### config.mk
export PLATFORM = sky130hd
export DESIGN_NAME = fm_fetch_unit
export DESIGN_NICKNAME = d
export VERILOG_FILES = /design/src/rtl/fm_fetch_unit.sv
export SDC_FILE = /design/constraint.sdc
export NUM_CORES = 1
export LEC_CHECK = 0
export CORE_MARGIN = 2
export CORE_UTILIZATION = 35
export DETAILED_ROUTE_END_ITERATION = 10
export PLACE_DENSITY = 0.75
export SYNTH_ARGS = -nofsm -noshare
export SYNTH_HDL_FRONTEND = slang
export SYNTH_SLANG_ARGS = --single-unit
### constraint.sdc
create_clock -name clk -period 2 [get_ports clk]
set_input_delay 0.2 -clock clk [delete_from_list [all_inputs] [get_ports clk]]
set_output_delay 0.2 -clock clk [all_outputs]
set_load 0.02 [all_outputs]
### src/rtl/fm_fetch_unit.sv
// Operand-fetch stage: takes one search tuple, reads read/D, then C and both Occ lanes, and holds the bundle for compute.
// Optional one-entry read/D cache is enabled by defining FM_FETCH_CACHE_EN.
module fm_fetch_unit #(
  parameter int IDX_W   = 8,
  parameter int ADDR_W  = 12,
  parameter int POS_W   = 4,
  parameter int SYM_W   = 2,
  parameter int D_W     = 8,
  parameter int C_W     = 32,
  parameter int OCC_W   = 32,
  parameter int ROM_LAT = 1
) (
  input  logic                        clk,
  input  logic                        rst,
  input  logic                        in_valid,
  output logic                        in_ready,
  input  logic [IDX_W-1:0]            i_in,
  input  logic [IDX_W-1:0]            z_in,
  input  logic [IDX_W-1:0]            k_in,
  input  logic [IDX_W-1:0]            l_in,
  input  logic [ADDR_W-1:0]           addr_in,
  input  logic [POS_W-1:0]            position_in,
  output logic                        ce_rom_read_and_D,
  output logic [IDX_W-1:0]            addr_rom_read_and_D,
  input  logic [D_W-1:0]              d_i,
  input  logic [SYM_W-1:0]            read_i,
  output logic                        ce_rom_C,
  output logic [SYM_W-1:0]            addr_rom_C,
  input  logic [C_W-1:0]              data_C,
  output logic                        ce_rom_Occ,
  output logic [IDX_W-1:0]            addr1_rom_Occ,
  output logic [IDX_W-1:0]            addr2_rom_Occ,
  input  logic [OCC_W-1:0]            data_occ1,
  input  logic [OCC_W-1:0]            data_occ2,
  output logic                        out_valid,
  input  logic                        out_ready,
  output logic [IDX_W-1:0]            i_out,
  output logic [IDX_W-1:0]            z_out,
  output logic [IDX_W-1:0]            k_out,
  output logic [IDX_W-1:0]            l_out,
  output logic [ADDR_W-1:0]           addr_out,
  output logic [POS_W-1:0]            position_out,
  output logic [D_W-1:0]              d_i_out,
  output logic [SYM_W-1:0]            read_i_out,
  output logic [C_W-1:0]              C_out,
  output logic [(OCC_W>>SYM_W)-1:0]   occ_k_out,
  output logic [(OCC_W>>SYM_W)-1:0]   occ_l_out,
  output logic [1:0]                  state_dbg
);

  localparam int LANE_W = OCC_W >> SYM_W;
  localparam int CNT_W  = 3;

  typedef enum logic [1:0] {IDLE, RD_D, RD_OCC, OUT} state_t;

  state_t            state, state_nx;
  logic [CNT_W-1:0]  cnt;
  logic              accept, cache_hit, lat_done, start_occ;
  logic [SYM_W-1:0]  occ_sym;
  logic [IDX_W-1:0]  occ_k, occ_l;
  logic [D_W-1:0]    cache_d;
  logic [SYM_W-1:0]  cache_read;

  // Handshake: a transfer happens on a rising edge where valid && ready; the producer
  // holds valid and its data until then, and ready never depends on valid.
  assign accept    = in_valid && in_ready;
  assign lat_done  = (cnt == CNT_W'(ROM_LAT));
  assign start_occ = (accept && cache_hit) || (state == RD_D && lat_done);
  assign occ_sym   = (state == IDLE) ? cache_read : read_i;
  assign occ_k     = (state == IDLE) ? k_in : k_out;
  assign occ_l     = (state == IDLE) ? l_in : l_out;
  assign state_dbg = state;

`ifdef FM_FETCH_CACHE_EN
  logic              cache_valid;
  logic [IDX_W-1:0]  cache_i;

  assign cache_hit = cache_valid && (i_in == cache_i);

  always_ff @(posedge clk) begin
    if (rst) begin
      cache_valid <= 1'b0;
      cache_i     <= '0;
      cache_d     <= '0;
      cache_read  <= '0;
    end else if (state == RD_D && lat_done) begin
      cache_valid <= 1'b1;
      cache_i     <= i_out;
      cache_d     <= d_i;
      cache_read  <= read_i;
    end
  end
`else
  assign cache_hit  = 1'b0;
  assign cache_d    = '0;
  assign cache_read = '0;
`endif

  always_ff @(posedge clk) begin
    if (rst) state <= IDLE;
    else     state <= state_nx;
  end

  always_comb begin
    state_nx  = state;
    in_ready  = 1'b0;
    out_valid = 1'b0;
    unique case (state)
      IDLE: begin
        in_ready = 1'b1;
        if (in_valid) state_nx = cache_hit ? RD_OCC : RD_D;
      end
      RD_D:   if (lat_done) state_nx = RD_OCC;
      RD_OCC: if (lat_done) state_nx = OUT;
      OUT: begin
        out_valid = 1'b1;
        if (out_ready) state_nx = IDLE;
      end
      default: state_nx = IDLE;
    endcase
  end

  always_ff @(posedge clk) begin
    if (rst) begin
      cnt                 <= '0;
      ce_rom_read_and_D   <= 1'b0;
      addr_rom_read_and_D <= '0;
      ce_rom_C            <= 1'b0;
      addr_rom_C          <= '0;
      ce_rom_Occ          <= 1'b0;
      addr1_rom_Occ       <= '0;
      addr2_rom_Occ       <= '0;
      i_out               <= '0;
      z_out               <= '0;
      k_out               <= '0;
      l_out               <= '0;
      addr_out            <= '0;
      position_out        <= '0;
      d_i_out             <= '0;
      read_i_out          <= '0;
      C_out               <= '0;
      occ_k_out           <= '0;
      occ_l_out           <= '0;
    end else begin
      ce_rom_read_and_D <= 1'b0;
      ce_rom_C          <= 1'b0;
      ce_rom_Occ        <= 1'b0;
      // Counter restarts on every state change so each ROM phase counts from its ce cycle.
      if (state_nx != state) cnt <= '0;
      else if (!lat_done)    cnt <= cnt + CNT_W'(1);

      if (accept) begin
        i_out        <= i_in;
        z_out        <= z_in;
        k_out        <= k_in;
        l_out        <= l_in;
        addr_out     <= addr_in;
        position_out <= position_in;
        if (cache_hit) begin
          d_i_out    <= cache_d;
          read_i_out <= cache_read;
        end else begin
          ce_rom_read_and_D   <= 1'b1;
          addr_rom_read_and_D <= i_in;
        end
      end

      if (state == RD_D && lat_done) begin
        d_i_out    <= d_i;
        read_i_out <= read_i;
      end

      if (start_occ) begin
        ce_rom_C      <= 1'b1;
        ce_rom_Occ    <= 1'b1;
        addr_rom_C    <= occ_sym;
        addr1_rom_Occ <= (occ_k == '0) ? '0 : occ_k - IDX_W'(1);
        addr2_rom_Occ <= occ_l;
      end

      // Occ(sym, k-1) is defined as 0 at the k==0 boundary, regardless of the ROM word.
      if (state == RD_OCC && lat_done) begin
        C_out     <= data_C;
        occ_l_out <= data_occ2[int'(read_i_out)*LANE_W +: LANE_W];
        occ_k_out <= (k_out == '0) ? '0 : data_occ1[int'(read_i_out)*LANE_W +: LANE_W];
      end
    end
  end

endmodule

==> reports/results.ini <==
[worst_setup_path]
critPathKind = reg -> out
cp_max_fo = 12
rr_endpoint = addr1_rom_Occ[6]
cp.buffers_inverters = 2
rr_startpoint = state_dbg[0]
end_kind = output port
cp.depth = 3
regToRegSetupSlack_ns = 0.16
critPathSlowestCell = clkdlybuf4s50_1
cp.arrival_ns = 1.66
crit_path_start = state_dbg[1]
critPathRequiredTime_ns = 1.80
cp-start-kind = flop
cpPeakStageDelay_ns = 0.60
cp_cell_sequence = buf_4 > and2_1 > clkdlybuf4s50_1
rr_worst_depth = 9
path_delay_family = buffers and inverters

[global_route]
grt_pass1_wl_um = 26180
grt_usage = 0.2053
grt_max_degree = 55
antenna_found_initial = 0
grt_overflow = 0
grt_pass1_vias = 4978

[clock_network]
tritoncts = built
cts_num_sinks = 131
clockBufferDepth = 2
htree_levels = 4
cts_setup_buffers = 0
cts-root-buf = clkbuf_16
clkTransAtPathRegs_ns = 0.06
cts_buffers = 17
holdBufCountCts = 0
ctsResizeCount = 1
clk_latency_ns = 0.41

[hold_path]
hold_path.class = in -> reg
min_path_cells = 2
holdPathEnd = state_dbg[0]
min_from = rst

[sta]
rsz0062_at_grt = false
setup_tns_ns = 0
max_freq_mhz = 536.3
tightest_slew_ns = 0.5931
hold_viol_final = 0
fin_skew_ns = 0.008922
holdWs_ns = 0.09679
setup_viol = 0
slew_headroom = 0.6046
period_share = 0.9323
fin_crit_ns = 1.865
final-max-slew-violation-count = 0

[detailed_routing]
num_vias = 5314
drt_first_pass_iters = 5
vias_per_cell = 4.779
drt_iter0_markers = 312
wirelength_um = 17190
drc_errors = 0
wl_per_cell_um = 15.46
ant_nets = 0

[power]
p_per_area_mw_per_mm2 = 789.7
p_leak_nw = 3.186
ir_drop_v = 0.0006597
power.total_mw = 7.080

[layout]
syn2layout_area_growth_pct = 68.61
drive_above_1_share = 0.08442
utilization = 0.5964
final_area_mm2 = 0.008966
finalNetCount = 1073
diodes = 0

[yosys]
syn_inst = 630
synth_edf_count = 0
synth_fp_nets = 792
yosys-top-cells-area = dfxtp_1 (49%), nand2_1 (16%), a21oi_1 (11%), mux4_2 (6.8%), buf_4 (2.3%)
ys_async_sr_fraction = 0
syn_avg_cell_area_um2 = 8.441
synth_cell_types = 35
synth.cell_area_mm2 = 0.005318
synth_seq_cells = 131
yosysSeqAreaShare = 0.4932
synth_common_cells = nand2_1 (229), dfxtp_1 (131), a21oi_1 (112), clkbuf_1 (19), nor2_1 (17)
synth_largest_area_cell = dfxtp_1
yosysMostFrequentCell = nand2_1
synth_warnings = 0
synth.top_cell.area_share = 0.4932
synth_ff_type = dfxtp_1

[floorplan]
ios = 297
core_region_area_mm2 = 0.01503
rows = 45
die_w_um = 127.3
die_area_mm2 = 0.01620
die_h_um = 127.3
start_util = 0.3537

[run]
drv_cap = 0

[placed_design]
place_congestion = 0.9019
placed_cell_area_mm2 = 0.008414
port_buffers = 296
hpwlAfterDp_um = 12670

[status]
status = finished, final reports clean

-- layout make-up --
class / instances / area (um2)
tap: 188 / 235.2
timing repair buffer: 314 / 3132
inverter: 3 / 11.26
fill: 1319 / 6067
sequential: 131 / 2623
clock inverter: 14 / 113.9
multi-input combinational: 444 / 2412
clock buffer: 18 / 439.2
-- power by group --
part           total [mW]  internal, mW  switching (mW)  leakage (nW)
registers            2.81          2.73          0.0785          1.06
clock network        2.89          1.73            1.17         0.271
logic                1.38         0.722           0.656          1.85
total                7.08          5.18            1.90          3.19
-- cell usage in the layout, fill, tap and decap left out, drive strengths merged, types with 6 or more instances in the layout --
cell,instances
clkbuf,18
a21oi,113
a22oi,9
nor2,17
clkdlybuf4s50,294
mux4,16
o21ai,10
mux2i,9
buf,19
clkinv,9
nand2,230
nor4,6
dfxtp,131
-- metal layers --
layer  global-route usage  share of wire  up-vias
met2               0.3448           0.49      210
met1               0.2469           0.42     2425
met3              0.07245          0.072       24
met5                    0              0        -
li1                     -              -     2655
met4              0.06464          0.022        0
-- worst reg2reg max path: cells and delay by family (launching register included) --
family	cells	cell delay (ns)
flops	1	0.30
compound gates	1	0.07
simple gates	2	0.33
buf+inv	2	0.19
fa+ha+maj	1	0.21
mux	2	0.49
xor+xnor	1	0.12
-- sequential cells by signal (all words and copies together), names as in the netlist, 4 cells and up --
name / flops
d_i_out: 8
i_out: 8
l_out: 8
occ_k_out: 8
addr2_rom_Occ: 8
position_out: 4
k_out: 8
z_out: 8
occ_l_out: 8
C_out: 32
addr1_rom_Occ: 8
addr_out: 12
-- cells by family (layout without fill, tap and decap cells) --
family | Yosys count | count (layout) | synth area share
AO/OA/AOI/OAI | 135 | 135 | 0.1339
flip-flops | 131 | 131 | 0.4932
adder cells (fa/ha/maj) | 4 | 4 | 0.009412
AND/OR/NAND/NOR | 271 | 271 | 0.2080
XOR/XNOR | 8 | 8 | 0.01318
multiplexers | 26 | 26 | 0.08753
buffers and inverters | 55 | 349 | 0.05483
-- through the flow --
step / worst slack [ns] / cells
floorplan: 0.02626 / 630
global placement: 0.1543 / 1080
detailed placement: 0.1421 / 1080
CTS: 0.1238 / 1112
global route: 0.02194 / 1112
finish: 0.1355 / 1112
-- worst max-delay path by stage --
stage	endpoint	slack, ns
floorplan	addr1_rom_Occ[6]	0.03
global placement	addr1_rom_Occ[6]	0.15
detailed placement	addr1_rom_Occ[2]	0.14
CTS	out_valid	0.12
global route	addr1_rom_Occ[6]	0.02
finish	out_valid	0.14
No activity file was read; power rests on OpenSTA's default activity.
